$ cat config.mk
export PLATFORM = sky130hd
export DESIGN_NAME = axi4_lite_cmd_master
export DESIGN_NICKNAME = d
export VERILOG_FILES = /design/src/rtl/axi4_lite_pkg.sv /design/src/rtl/axi4_lite_cmd_master.sv
export SDC_FILE = /design/constraint.sdc
export NUM_CORES = 1
export LEC_CHECK = 0
export BUFFER_PORTS_ARGS = -buffer_cell sky130_fd_sc_hd__buf_2
export CAP_MARGIN = 20
export CORE_MARGIN = 4
export CORE_UTILIZATION = 30
export DETAILED_ROUTE_END_ITERATION = 12
export PLACE_DENSITY = 0.65
export SLEW_MARGIN = 20
export SYNTH_ARGS = -nofsm -noshare
export SYNTH_HDL_FRONTEND = slang
export SYNTH_SLANG_ARGS = --single-unit
$ cat constraint.sdc
create_clock -name clk -period 2.6 [get_ports clk]
set_clock_uncertainty 0.2 [all_clocks]
set_input_delay 0 -clock clk [delete_from_list [all_inputs] [get_ports clk]]
set_output_delay 0 -clock clk [all_outputs]
set_load 0.01 [all_outputs]
$ cat src/rtl/axi4_lite_pkg.sv
// Shared AXI4-lite definitions: response codes and
// the command-master state encoding.
package axi4_lite_pkg;

  localparam logic [1:0] RESP_OKAY   = 2'b00;
  localparam logic [1:0] RESP_EXOKAY = 2'b01;
  localparam logic [1:0] RESP_SLVERR = 2'b10;
  localparam logic [1:0] RESP_DECERR = 2'b11;

  typedef enum logic [2:0] {
    ST_IDLE,
    ST_WR_ADDR_DATA,
    ST_WR_RESP,
    ST_RD_ADDR,
    ST_RD_DATA,
    ST_RSP
  } state_t;

  function automatic logic is_err(input logic [1:0] resp);
    return (resp == RESP_SLVERR) || (resp == RESP_DECERR);
  endfunction

endpackage

$ cat src/rtl/axi4_lite_cmd_master.sv
// Single-outstanding AXI4-lite master: one command in,
// one AXI4-lite transaction out, one response back.
module axi4_lite_cmd_master
  import axi4_lite_pkg::*;
#(
  parameter int ADDR_W   = 32,
  parameter int DATA_W   = 32,
  parameter int ERRCNT_W = 16
) (
  input  logic                  clk,
  input  logic                  resetn,
  input  logic                  cmd_valid,
  output logic                  cmd_ready,
  input  logic                  cmd_write,
  input  logic [ADDR_W-1:0]     cmd_addr,
  input  logic [DATA_W-1:0]     cmd_wdata,
  input  logic [DATA_W/8-1:0]   cmd_wstrb,
  output logic                  rsp_valid,
  input  logic                  rsp_ready,
  output logic                  rsp_write,
  output logic [DATA_W-1:0]     rsp_rdata,
  output logic [1:0]            rsp_resp,
  output logic [ERRCNT_W-1:0]   err_count,
  output logic [ADDR_W-1:0]     axi_awaddr,
  output logic                  axi_awvalid,
  input  logic                  axi_awready,
  output logic [DATA_W-1:0]     axi_wdata,
  output logic [DATA_W/8-1:0]   axi_wstrb,
  output logic                  axi_wvalid,
  input  logic                  axi_wready,
  input  logic [1:0]            axi_bresp,
  input  logic                  axi_bvalid,
  output logic                  axi_bready,
  output logic [ADDR_W-1:0]     axi_araddr,
  output logic                  axi_arvalid,
  input  logic                  axi_arready,
  input  logic [DATA_W-1:0]     axi_rdata,
  input  logic [1:0]            axi_rresp,
  input  logic                  axi_rvalid,
  output logic                  axi_rready
);

  localparam int STRB_W = DATA_W / 8;

  state_t state;
  state_t state_d;

  logic              write_q;
  logic [ADDR_W-1:0] addr_q;
  logic [DATA_W-1:0] wdata_q;
  logic [STRB_W-1:0] wstrb_q;

  logic aw_done;
  logic w_done;

  logic                rsp_write_q;
  logic [DATA_W-1:0]   rsp_rdata_q;
  logic [1:0]          rsp_resp_q;
  logic [ERRCNT_W-1:0] err_q;

  logic accept;
  logic aw_hs;
  logic w_hs;
  logic b_hs;
  logic r_hs;
  logic err_hit;

  assign accept = cmd_valid && cmd_ready;
  assign aw_hs  = axi_awvalid && axi_awready;
  assign w_hs   = axi_wvalid && axi_wready;
  assign b_hs   = axi_bvalid && axi_bready;
  assign r_hs   = axi_rvalid && axi_rready;

  assign err_hit = (b_hs && is_err(axi_bresp))
                || (r_hs && is_err(axi_rresp));

  always_comb begin
    state_d     = state;
    cmd_ready   = 1'b0;
    axi_awvalid = 1'b0;
    axi_wvalid  = 1'b0;
    axi_bready  = 1'b0;
    axi_arvalid = 1'b0;
    axi_rready  = 1'b0;
    rsp_valid   = 1'b0;
    unique case (state)
      ST_IDLE: begin
        // held low while reset is asserted
        cmd_ready = resetn;
        if (cmd_valid && resetn) begin
          state_d = cmd_write ? ST_WR_ADDR_DATA
                              : ST_RD_ADDR;
        end
      end
      ST_WR_ADDR_DATA: begin
        axi_awvalid = !aw_done;
        axi_wvalid  = !w_done;
        if ((aw_done || axi_awready)
            && (w_done || axi_wready)) begin
          state_d = ST_WR_RESP;
        end
      end
      ST_WR_RESP: begin
        axi_bready = 1'b1;
        if (axi_bvalid) begin
          state_d = ST_RSP;
        end
      end
      ST_RD_ADDR: begin
        axi_arvalid = 1'b1;
        if (axi_arready) begin
          state_d = ST_RD_DATA;
        end
      end
      ST_RD_DATA: begin
        axi_rready = 1'b1;
        if (axi_rvalid) begin
          state_d = ST_RSP;
        end
      end
      ST_RSP: begin
        rsp_valid = 1'b1;
        if (rsp_ready) begin
          state_d = ST_IDLE;
        end
      end
      default: begin
        state_d = ST_IDLE;
      end
    endcase
  end

  always_ff @(posedge clk or negedge resetn) begin
    if (!resetn) begin
      state <= ST_IDLE;
    end else begin
      state <= state_d;
    end
  end

  always_ff @(posedge clk or negedge resetn) begin
    if (!resetn) begin
      write_q <= 1'b0;
      addr_q  <= '0;
      wdata_q <= '0;
      wstrb_q <= '0;
    end else if (accept) begin
      write_q <= cmd_write;
      addr_q  <= cmd_addr;
      wdata_q <= cmd_wdata;
      wstrb_q <= cmd_wstrb;
    end
  end

  // AW and W complete independently; each valid drops
  // the cycle after its own handshake
  always_ff @(posedge clk or negedge resetn) begin
    if (!resetn) begin
      aw_done <= 1'b0;
      w_done  <= 1'b0;
    end else if (accept) begin
      aw_done <= 1'b0;
      w_done  <= 1'b0;
    end else begin
      if (aw_hs) begin
        aw_done <= 1'b1;
      end
      if (w_hs) begin
        w_done <= 1'b1;
      end
    end
  end

  always_ff @(posedge clk or negedge resetn) begin
    if (!resetn) begin
      rsp_write_q <= 1'b0;
      rsp_rdata_q <= '0;
      rsp_resp_q  <= RESP_OKAY;
    end else if (b_hs) begin
      rsp_write_q <= 1'b1;
      rsp_rdata_q <= '0;
      rsp_resp_q  <= axi_bresp;
    end else if (r_hs) begin
      rsp_write_q <= 1'b0;
      rsp_rdata_q <= axi_rdata;
      rsp_resp_q  <= axi_rresp;
    end
  end

  always_ff @(posedge clk or negedge resetn) begin
    if (!resetn) begin
      err_q <= '0;
    end else if (err_hit && (err_q != '1)) begin
      err_q <= err_q + 1'b1;
    end
  end

  assign axi_awaddr = addr_q;
  assign axi_araddr = addr_q;
  assign axi_wdata  = wdata_q;
  assign axi_wstrb  = wstrb_q;
  assign rsp_write  = rsp_write_q;
  assign rsp_rdata  = rsp_rdata_q;
  assign rsp_resp   = rsp_resp_q;
  assign err_count  = err_q;

  logic unused_write;
  assign unused_write = write_q;

endmodule
# Word level (Yosys, flattened, before mapping)
# Index checks and enable logic that the tools add are counted.
[totals]
ff_bits = 124
output_inout_bits = 158
[classes]
addsub = 1
eq_ne = 16
muxes = 25
n_reduce_logical = 22
[ops]
columns = ["op", "n"]
rows = [
  ["two-way mux 32 bit", 2],
  ["two-way mux 3 bit", 6],
  ["one-hot mux 3 bit (6 select lines)", 1],
  ["adder 16 x 1 -> 16 bit (second input constant)", 1],
  ["inequality test 16 bit (second input constant)", 1],
  ["two-way mux 1 bit", 13],
  ["inequality test 2 bit (second input constant)", 6],
  ["logical AND 1 bit", 10],
  ["== test 2 bit (second input constant)", 4],
  ["== test 3 x 2 -> 1 bit (second input constant)", 2],
  ["== test 3 bit (second input constant)", 2],
  ["two-way mux 2 bit", 3],
  ["AND reduction 6 bit", 1],
  ["nonzero test 2 bit", 3],
  ["logical OR 1 bit", 5],
  ["== test 3 x 1 -> 1 bit (second input constant)", 1],
  ["logical NOT 3 bit", 1],
  ["logical NOT 1 bit", 2],
]

# Longest topological paths before layout
# Gate-level depths: netlist of run 1.
[logic_depth]
ltp_word = 6
mapped_depth = 7
ltp_nobuf = 6

# Least setup slack after synthesis of run 1
# No wires, ideal clock.
[synth_timing]
kind = "register to register"
startpoint = "register state[1]"
endpoint = "register addr_q[0], in the netlist axi_araddr[0]"
t_arrival_ps = 1684
slack_ps = 592
path_stages_with_launch = 7
path_buffers = 3
cell_sequence = "dfrtp_1 > buf_4 > nor4b_2 > and2_1 > buf_4 > buf_6 > mux2_2"
[synth_between]
elab_chain_len = 3
[synth_rtl]
columns = ["element", "line_no", "source"]
rows = [
  ["from (decl)", "axi4_lite_cmd_master.sv:45", "state_t state;"],
  ["from (signal assigned)", "axi4_lite_cmd_master.sv:137", "state <= state_d;"],
  ["logical NOT 3 bit", "axi4_lite_cmd_master.sv:86", "unique case (state)"],
  ["two-way mux 1 bit", "axi4_lite_cmd_master.sv:86", ""],
  ["net cmd_ready", "axi4_lite_cmd_master.sv:13", "output logic cmd_ready,"],
  ["logical AND 1 bit", "axi4_lite_cmd_master.sv:68", "assign accept = cmd_valid && cmd_ready;"],
  ["to (signal assigned)", "axi4_lite_cmd_master.sv:149", "addr_q <= cmd_addr;"],
  ["to (decl)", "axi4_lite_cmd_master.sv:49", "logic [ADDR_W-1:0] addr_q;"],
]
# The timed path passes the listed nets, and every way through them passes these cells.
# A chain may end at the register's enable or synchronous reset.

# Final worst setup path of run 1
[layout_timing]
startpoint = "register state[1]"
endpoint = "register state[1]"
[layout_between]
elab_chain_len = 3
[layout_rtl]
columns = ["element", "line_no"]
rows = [
  ["== test 3 x 1 -> 1 bit (tied with other cells)", "axi4_lite_cmd_master.sv:86"],
  ["inequality test 2 bit (no line)", "-"],
  ["AND reduction 6 bit (no line)", "-"],
]
# Parallel ways exist; a longest one is shown, timed or not.

==> results of run 1 <==
==> cells by family (layout without fill, tap and decap cells) <==
logic type / after synthesis / in the layout
flops: 124 / 124
mux: 72 / 72
xor+xnor: 14 / 14
buf+inv: 55 / 440
fa+ha+maj: 1 / 1
compound gates: 48 / 48
simple gates: 52 / 52
==> synth_stat cells <==
master    number  area share [%]
dfrtp_1      124              60
mux2_2        71              16
buf_4         36             5.2
a22o_1        32             5.4
nand2_1       12            0.87
nor2_1        12            0.87
xnor2_1       10             1.7
buf_6          8             1.7
nand3_1        5            0.49
nand4_1        5            0.61
a21oi_1        4            0.39
buf_2          4            0.39
inv_1          4            0.29
xor2_1         4            0.68
and3_1         3            0.36
clkbuf_1       3            0.22
nor3_1         3            0.29
a211oi_1       2            0.29
and4_1         2            0.34
o21bai_1       2            0.29
o22ai_1        2            0.24
a21boi_0       1            0.15
a21oi_2        1            0.17
a222oi_1       1            0.19
a22oi_1        1            0.15
a22oi_4        1            0.41
and2_1         1            0.12
and4bb_1       1            0.24
and4bb_2       1            0.24
ha_1           1            0.24
mux2_1         1            0.22
nand2b_1       1            0.12
nand2b_4       1            0.27
nand3b_1       1            0.15
nand4b_1       1            0.17
nor3b_1        1            0.15
nor4b_2        1            0.29
o31ai_1        1            0.15
or2b_2         1            0.17
==> layout make-up <==
| class | count | area, sq um | share of cell area (%) |
|---|---|---|---|
| clock inverters | 7 | 91.3 | 1.09 |
| repair buffers | 407 | 2720 | 32.6 |
| clock buffers | 22 | 474 | 5.68 |
| multi-input cells | 187 | 1670 | 20.0 |
| inverters | 4 | 15.0 | 0.180 |
| well taps | 220 | 275 | 3.30 |
| flip-flops and latches | 124 | 3100 | 37.2 |
==> worst max path at each step <==
stage / start / endpoint / slack, ns / depth (start not counted)
final: state[1]$_DFFE_PN0P_ / state[1]$_DFFE_PN0P_ / 0.06 / 7
after global routing: state[1]$_DFFE_PN0P_ / state[1]$_DFFE_PN0P_ / -0.01 / 7
after CTS: state[1]$_DFFE_PN0P_ / state[0]$_DFFE_PN0P_ / 0.03 / 7
after detailed placement: state[2]$_DFFE_PN0P_ / err_count[1]$_DFFE_PN0P_ / 0.34 / 6
after global placement: state[2]$_DFFE_PN0P_ / rsp_resp[1]$_DFFE_PN0P_ / 0.36 / 4
after floorplan: state[1]$_DFFE_PN0P_ / axi_araddr[0]$_DFFE_PN0P_ / 0.59 / 6
==> routing by layer <==
metal	GRT usage [%]	wire (um)	vias to the layer above
met4	4.84	250	0
met5	0	0	-
met2	26.4	7640	203
met1	17.6	5760	2089
met3	5.07	1120	18
li1	-	-	2024
==> tightest hold or removal path: cells and delay by family <==
kind / cells / cell delay (ns)
and+or+nand+nor: 2 / 0.30
buffers and inverters: 2 / 0.29
==> flip-flops by register name, summed over array words and instances, names as in the netlist <==
| name | cells |
|---|---|
| rsp_rdata | 32 |
| aw_done | 1 |
| axi_araddr | 32 |
| state | 3 |
| axi_wstrb | 4 |
| axi_wdata | 32 |
| rsp_resp | 2 |
| err_count | 16 |
| rsp_write | 1 |
| w_done | 1 |
==> through the flow <==
stage | TNS [ns] | hold WS [ns]
3_5_place_dp | 0 | -0.347
3_3_place_gp | 0 | -0.346
6_report | 0 | 0.0385
5_1_grt | -0.0117 | 0.0500
2_1_floorplan | 0 | -0.496
4_1_cts | 0 | 0.0282
==> power by group <==
part | total (mW) | internal [mW] | switching (mW)
sequential | 3.20 | 2.71 | 0.491
combinational | 3.50 | 1.84 | 1.66
clock | 2.26 | 1.47 | 0.791
==> timing repair <==
| item | in CTS | in global routing |
|---|---|---|
| hold buffers | 124 | 0 |
| resized for setup | 0 | 5 |
| hold endpoints to repair | 236 | 0 |
| setup endpoints to repair | 0 | 3 |
| setup buffers | 0 | 1 |
==> summary.md, run 1 <==
| Metric | Value |
|---|---|
| Clock sinks | `between 100 and 150` |
| Final worst slack | `slightly above 0.06 ns` |
| Core Region | `16700 sq um` |
| Synth Area in Simple Gates | `around 5.7%` |
| Commonest non-fill, non-tap cell in the layout | `buf_2` |
| Vias in the first global route | `about 4700` |
| First-pass GRT wire length | `approximately 24 mm` |
| Crit-path max cell delay | `0.55 ns` |
| WP buf/inv | `2` |
| Port buffer count | `~270` |
| Routability cong. | `roughly 0.86` |
| Starting Density | `a little under a third` |
| Reg2reg setup slack | `roughly 0.062 ns` |
| Syn Std Cell Area | `~5200 sq um` |
| Compound-cell area share of the yosys netlist | `under 10%` |
| Initial antenna violation count | `0` |
| Layout cells sized above 1 | `a little over half` |
| RR Startpoint | `state[1]$_DFFE_PN0P_` |
| Synth unique cells | `39` |
| Finished Cell Area | `about 8300 sq um` |
| Total Routing Usage GR | `approximately 15%` |
| Area share of xor/xnor cells in the synthesized design | `under 10%` |
| Maximum fanout along the worst path | `9` |
| Cells on Worst Hold Path | `4` |
| Worst-Margin Slew | `around 0.76 ns` |
| # DRC | `0` |
| Htree depth | `4` |
| Net count, final | `roughly 860` |
| Total grt overflow | `0` |
| WL/cell | `about 15 um` |
| Post-Syn Nets | `between 400 and 500` |
| Mux share of post-synthesis cell area | `between 15 and 20%` |
| Period utilization | `between 90% and 100%` |
| Inst Count DP | `~800` |
| Final critical-path required period | `around 2.5 ns` |
| HPWL after detailed placement | `roughly 9.9 mm` |
| Slowest cell on crit path | `dlygate4sd3_1` |
| Largest family of logic cells by synthesized area | `multiplexers` |
| Clock Latency Late Sink | `0.40 ns` |
| Pin count of the biggest net entering global routing | `60` |
| Via density | `4.46` |
| Fill cells | `around 1400` |
| Outcome | `finished clean` |
| Antenna Violating Nets Remaining | `0` |
| Setup Viol. Count Final | `0` |
| Lkg Pwr | `about 4.2 nW` |
| Min-delay worst type | `input pin to flop` |
| # IOs | `between 200 and 300` |
| Crit Path Class | `flop to flop` |
| Synth warnings | `0` |
| Core Util, Final | `around half` |
| Top delay family on crit path | `buffers and inverters` |
| Slew Viols, Final | `0` |
| Clock Path Buffers | `2` |
| Die Ht | `about 140 um` |
| Sequential element share of the synthesized area | `between 60% and 70%` |
| CTS Root Cell | `clkbuf_16` |
| R2r endpoint | `state[1]$_DFFE_PN0P_` |
| CP arrival | `2.63 ns` |
| Max Fclk | `between 300 and 400 MHz` |
| PD cells | `around 1100 nW/um^2` |
| Chip Width | `approximately 140 um` |
| Most frequent cells in the layout | `270 x buf_2, 123 x dfrtp_1, 123 x dlygate4sd3_1` |
| Register bit total from synthesis | `124` |
| Dpl cell area | `6520 sq um` |
| CTS tree | `yes` |
| Antenna cells | `0` |
| Power Total | `between 8 and 9 mW` |
| Final cell count without fillers | `971` |
| CP endpoint kind | `flop` |
| Worst vdd ir | `about 500 uV` |
| CP cell instances | `buf_4, or2b_2, o22ai_2, a222oi_1, o31ai_2, mux2_2, dlygate4sd3_1` |
| Max-Slew Margin vs Limit | `between 40 and 50%` |
| Hold EP | `w_done$_DFFE_PN0P_` |
| Max Cap Violations | `0` |
| HP Start | `cmd_valid` |
| Crit start category | `flop` |
| R2r worst-path depth | `7` |
| DRT Pass-1 Iters | `4` |
| Synth-to-layout area growth | `61.8%` |
| Drt total wl | `roughly 15 mm` |
| Vias | `4334` |
| Drt first-iter violations | `110` |
| Inserted Clock Buffers | `17` |
| # rows | `between 40 and 50` |
| DP Worst Slack | `roughly 0.34 ns` |
| WP data required | `2.69 ns` |
| DIE AREA | `around 19000 sq um` |
| Reg clk slew, reported paths | `about 0.05 ns` |
| Post-Synth Adder-Cell Area | `less than 1%` |
| Syn_area_per_cell | `~14 sq um` |
| Final Hold Vio Count | `0` |
| Cells after synthesis | `366` |
(Power assumes the default switching activity.)
==> run 2: changes to the inputs <==
==> constraint.sdc (replaced) <==
create_clock -name clk -period 2.6 [get_ports clk]
set_clock_uncertainty 0.2 [all_clocks]
set_input_delay 0.52 -clock clk [delete_from_list [all_inputs] [get_ports clk]]
set_output_delay 0.52 -clock clk [all_outputs]
set_load 0.01 [all_outputs]
==> run 2 against run 1 <==
- total power down 4.2%
- critical endpoint is now err_count[1]$_DFFE_PN0P_
- maximum frequency up 11%
- non-clock buffer count down 130
- die area is the same
- final area decreased by 15%
- utilization is 7.5 points lower
- via count shrank 12%
- critical path depth fell by 2
- sequential power is essentially flat
- worst hold slack worse by 0.024 ns
==> summary.md, run 2 (same netlist as run 1, synthesis figures left out) <==
| Metric | Value |
|---|---|
| # IOs | `272 (unchanged)` |
| Maximum fanout along the worst path | `12 (+3)` |
| Inserted Clock Buffers | `17 (unchanged)` |
| Setup Viol. Count Final | `0 (unchanged)` |
| Antenna cells | `0 (unchanged)` |
| Chip Width | `139 um (unchanged)` |
| Antenna Violating Nets Remaining | `0 (unchanged)` |
| Vias | `3826 (-12%)` |
| Clock sinks | `124 (unchanged)` |
| HPWL after detailed placement | `9.81 mm (-1.0%)` |
| Port buffer count | `271 (unchanged)` |
| First-pass GRT wire length | `20.6 mm (-14%)` |
| Dpl cell area | `6480 sq um (-0.58%)` |
| Drt first-iter violations | `112 (+1.8%)` |
| Worst vdd ir | `452 uV (-9.1%)` |
| Drt total wl | `12.8 mm (-13%)` |
| Clock Latency Late Sink | `0.40 ns (about the same)` |
| Most frequent cells in the layout | `270 x buf_2, 124 x dfrtp_1, 71 x mux2_2` |
| Min-delay worst type | `input pin to asynchronous set/reset pin` |
| Starting Density | `30.9% (unchanged)` |
| DIE AREA | `19400 sq um (unchanged)` |
| Slew Viols, Final | `0 (unchanged)` |
| Finished Cell Area | `7090 sq um (-15%)` |
| CP endpoint kind | `flop` |
| Power Total | `8.58 mW (-4.2%)` |
| Commonest non-fill, non-tap cell in the layout | `buf_2` |
| R2r worst-path depth | `5 (-2)` |
| PD cells | `1210 nW/um^2 (+13%)` |
| Routability cong. | `0.902 (+5.1%)` |
| WP data required | `2.69 ns (about the same)` |
| Via density | `4.54 (+1.7%)` |
| Max-Slew Margin vs Limit | `51.5% (+2.1 points)` |
| Crit Path Class | `flop to flop` |
| Die Ht | `139 um (unchanged)` |
| Outcome | `finished clean` |
| CTS tree | `yes` |
| Vias in the first global route | `4008 (-14%)` |
| CP arrival | `2.37 ns (-0.26 ns)` |
| # DRC | `0 (unchanged)` |
| Clock Path Buffers | `2 (unchanged)` |
| CTS Hold Buffers Added | `0 (-100%)` |
| DRT Pass-1 Iters | `6 (+2)` |
| Initial antenna violation count | `0 (unchanged)` |
| CTS Root Cell | `clkbuf_16` |
| Period utilization | `87.7% (-10 points)` |
| Crit start category | `flop` |
| WL/cell | `15.2 um (-0.24%)` |
| Total grt overflow | `0 (unchanged)` |
| Layout cells sized above 1 | `62.0% (+9.6 points)` |
| Final Hold Vio Count | `0 (unchanged)` |
| Max Fclk | `439 MHz (+11%)` |
| CTS resizes | `0 (unchanged)` |
| # rows | `47 (unchanged)` |
| Unrepaired setup endpoints after global routing | `no` |
| Max Cap Violations | `0 (unchanged)` |
| Synth-to-layout area growth | `37.4%` |
| Pin count of the biggest net entering global routing | `125 (+110%)` |
| Net count, final | `726 (-15%)` |
| Lkg Pwr | `3.68 nW (-13%)` |
| Reg clk slew, reported paths | `0.06 ns (about the same)` |
| Post-CTS Setup Bufs | `0 (unchanged)` |
| Htree depth | `4 (unchanged)` |
| Worst-Margin Slew | `0.726 ns (-0.0319 ns)` |
| Core Region | `16700 sq um (unchanged)` |
| Final setup TNS | `0 ns (unchanged)` |
| Total Routing Usage GR | `13.1% (-2.0 points)` |
| Final critical-path required period | `2.28 ns (-0.259 ns)` |
run 2: final timing paths:
kind | end | startpoint | slack, ns
setup / recovery | err_count[1]$_DFFE_PN0P_ | err_count[0]$_DFFE_PN0P_ | 0.32
hold / removal | err_count[15]$_DFFE_PN0P_ | resetn | 0.01
setup reg to reg | err_count[1]$_DFFE_PN0P_ | err_count[0]$_DFFE_PN0P_ | 0.32
hold reg to reg | rsp_resp[1]$_DFFE_PN0P_ | rsp_resp[1]$_DFFE_PN0P_ | 0.29
max in group asynchronous | axi_wdata[20]$_DFFE_PN0P_ | resetn | 1.68
min in group clk | rsp_rdata[27]$_DFFE_PN0P_ | axi_rdata[27] | 0.14
run 2: critical path: stages, from the launching register on:
cell,delay [ns]
dfrtp_1,0.41
ha_1,0.24
and4_1,0.24
and4_1,0.24
a21oi_2,0.45
mux2_2,0.39
run 2: stage by stage:
step / util [%] / setup slack [ns] / hold slack [ns] / cells
2_1_floorplan: - / 0.592 / 0.0244 / 366
3_3_place_gp: 38.8 / 0.246 / 0.280 / 812
3_5_place_dp: 38.8 / 0.333 / 0.269 / 812
4_1_cts: 42.4 / 0.302 / 0.0477 / 843
5_1_grt: 42.4 / 0.223 / 0.0776 / 843
6_report: 42.4 / 0.321 / 0.0141 / 843
run 2: area by class of cell:
class | count | area (sq um)
Clock buffer | 23 | 498
Clock inverter | 8 | 109
Fill cell | 1578 | 9610
Inverter | 4 | 15.0
Multi-Input combinational cell | 187 | 1660
Sequential cell | 124 | 3100
Tap cell | 220 | 275
Timing Repair Buffer | 277 | 1430
run 2: report_power, final:
| part | switching, mW | internal, mW | leakage, nW |
|---|---|---|---|
| clock | 0.813 | 1.54 | 0.288 |
| combinational | 1.49 | 1.52 | 1.84 |
| sequential | 0.504 | 2.71 | 1.55 |
run 2: metal layers:
metal	up-vias	global-route usage, %	part of all wire (%)
met4	0	4.43	1.4
met5	-	0	0
met2	195	22.0	51
met1	1849	15.6	38
li1	1770	-	-
met3	12	5.00	9.3
==> run 3: changes to the inputs <==
- PLACE_DENSITY: 0.65 -> 0.66
==> run 3 against run 2 <==
- non-clock buffer count grew 1
- final cell count is 0.24% higher
- via count fell by 1.3%
- sequential cell count unchanged
- total power increased by 1.1%
- wire length is 0.46% lower
- setup slack improved by 0.041 ns
- final area rose by 0.32%
- sequential power about the same
- register-to-register slack gained 0.08 ns
- combinational power shrank 1%
- worst hold slack better by 0.014 ns
==> summary.md, run 3 (same netlist as run 1, synthesis figures left out) <==
| Metric | Value |
|---|---|
| WP data required | `1.88 ns (-0.81 ns)` |
| Power Total | `8.67 mW (+1.1%)` |
| CTS tree | `yes` |
| Crit start category | `flop` |
| WL/cell | `15.1 um (-0.70%)` |
| Die Ht | `139 um (unchanged)` |
| Clock Path Buffers | `2 (unchanged)` |
| Chip Width | `139 um (unchanged)` |
| Crit-path max cell delay | `0.51 ns (+0.06 ns)` |
| # IOs | `272 (unchanged)` |
| Flop pwr share | `36.9% (-0.5 points)` |
| Total grt overflow | `0 (unchanged)` |
| # rows | `47 (unchanged)` |
| Net Sw Frac | `32.3% (-0.48 points)` |
| CP endpoint kind | `primary output` |
| CTS Hold Buffers Added | `0 (unchanged)` |
| DIE AREA | `19400 sq um (unchanged)` |
| First-pass GRT wire length | `20.8 mm (+0.64%)` |
| Drt total wl | `12.7 mm (-0.46%)` |
| DRT Pass-1 Iters | `5 (-1)` |
| HPWL after detailed placement | `9.41 mm (-4.1%)` |
| Final critical-path required period | `2.24 ns (-0.0414 ns)` |
| Drt first-iter violations | `76 (-32%)` |
| Pin count of the biggest net entering global routing | `125 (unchanged)` |
| Int Power | `5.87 mW (+1.8%)` |
| Net count, final | `727 (+0.14%)` |
| Final worst slack | `0.362 ns (+0.0414 ns)` |
| Period utilization | `86.1% (-1.6 points)` |
| CTS resizes | `0 (unchanged)` |
| Total Routing Usage GR | `13.2% (+0.057 points)` |
| DP Worst Slack | `0.386 ns (+0.0536 ns)` |
| Starting Density | `30.9% (unchanged)` |
| Combinational share of power | `34.3% (-0.9 points)` |
| Clock Latency Late Sink | `0.41 ns (about the same)` |
| Clock sinks | `124 (unchanged)` |
| Crit Path Class | `flop to primary output` |
| Antenna cells | `0 (unchanged)` |
| Port buffer count | `271 (unchanged)` |
| # DRC | `0 (unchanged)` |
| CP cell instances | `or2b_2, nor2_1, buf_2` |
| P_sw | `2.80 mW (-0.44%)` |
| Worst-Margin Slew | `0.658 ns (-0.0679 ns)` |
| Final setup TNS | `0 ns (unchanged)` |
| CTS Root Cell | `clkbuf_16` |
| Max Cap Violations | `0 (unchanged)` |
| Core Region | `16700 sq um (unchanged)` |
| Htree depth | `4 (unchanged)` |
| Setup Viol. Count Final | `0 (unchanged)` |
| Most frequent cells in the layout | `270 x buf_2, 124 x dfrtp_1, 71 x mux2_2` |
| Inserted Clock Buffers | `17 (unchanged)` |
| Commonest non-fill, non-tap cell in the layout | `buf_2` |
| Min-delay worst type | `input pin to asynchronous set/reset pin` |
| Antenna Violating Nets Remaining | `0 (unchanged)` |
| Final Hold Vio Count | `0 (unchanged)` |
| Core Util, Final | `42.6% (+0.13 points)` |
| Layout cells sized above 1 | `61.8% (-0.20 points)` |
| Lkg Pwr | `3.70 nW (+0.51%)` |
| Slowest cell on crit path | `dfrtp_1` |
| Worst vdd ir | `459 uV (+1.6%)` |
| Initial antenna violation count | `1 (+1)` |
| Max-Slew Margin vs Limit | `56.1% (+4.6 points)` |
| Outcome | `finished clean` |
| Via density | `4.47 (-1.5%)` |
| Max Fclk | `447 MHz (+1.8%)` |
| CP arrival | `1.52 ns (-0.85 ns)` |
| Routability cong. | `0.813 (-9.9%)` |
| Hold Slack | `0.0283 ns (+0.0142 ns)` |
| Slew Viols, Final | `0 (unchanged)` |
| Vias in the first global route | `3957 (-1.3%)` |
| PD cells | `1220 nW/um^2 (+0.74%)` |
| Reg clk slew, reported paths | `0.05 ns (about the same)` |
| Post-CTS Setup Bufs | `0 (unchanged)` |
| Maximum fanout along the worst path | `11 (-1)` |
| Vias | `3777 (-1.3%)` |
| Synth-to-layout area growth | `37.8%` |
| Clock Power Share | `28.8% (+1.4 points)` |
| Unrepaired setup endpoints after global routing | `no` |
-- run 3: cell count changes in the layout (fill, tap and decap cells not counted), moves of 2 or more --
| cell | change |
|---|---|
| clkinvlp_4 | -2 |
| bufinv_16 | +2 |
| clkbuf_8 | -3 |
| clkinv_2 | +2 |
| clkbuf_1 | +2 |
-- run 3: power by group through the flow --
stage	Sequential, mW	Combinational (mW)	Clock, mW
6_report	3.20	2.98	2.49
5_1_grt	3.33	3.23	2.66
4_1_cts	3.22	3.04	2.58
3_5_place_dp	3.24	3.04	0
3_3_place_gp	3.23	2.99	0
2_1_floorplan	3.52	1.71	0
-- run 3: critical path: cells and delay by family (launching register included) --
family / cells / cell delay, ns
buf+inv: 1 / 0.14
flops: 1 / 0.51
simple gates: 2 / 0.45
-- run 3: final cells by class --
class                      count  area [sq um]
clock buffer                  22           464
clock inverter                10           164
fill                        1622          9590
inverter                       4          15.0
multi-input combinational    187          1650
sequential                   124          3100
tap                          220           275
timing repair buffer         278          1440
-- run 3: stage by stage --
step	instance area [sq um]	cells
floorplan	5160	366
detailed placement	6480	813
global route	7110	845
finish	7110	845
global placement	6480	813
CTS	7110	845
-- run 3: worst paths after layout --
path	from	endpoint	slack, ns	depth (start not counted)
worst max register to register	state[1]$_DFFE_PN0P_	rsp_rdata[8]$_DFFE_PN0P_	0.40	5
max in group asynchronous	resetn	axi_wdata[26]$_DFFE_PN0P_	1.67	2
worst min-delay path	resetn	axi_wdata[6]$_DFFE_PN0P_	0.03	2
worst max-delay path	state[1]$_DFFE_PN0P_	rsp_valid	0.36	3
worst min register to register	rsp_rdata[5]$_DFFE_PN0P_	rsp_rdata[5]$_DFFE_PN0P_	0.29	1
min in group clk	axi_rdata[2]	rsp_rdata[2]$_DFFE_PN0P_	0.13	2
-- run 3: layer usage --
| metal | GRT usage, % | up-vias | wire length [um] |
|---|---|---|---|
| met3 | 5.14 | 24 | 1210 |
| met1 | 15.3 | 1793 | 5200 |
| met5 | 0 | - | 7 |
| met2 | 22.1 | 184 | 6030 |
| li1 | - | 1774 | - |
| met4 | 5.15 | 2 | 281 |
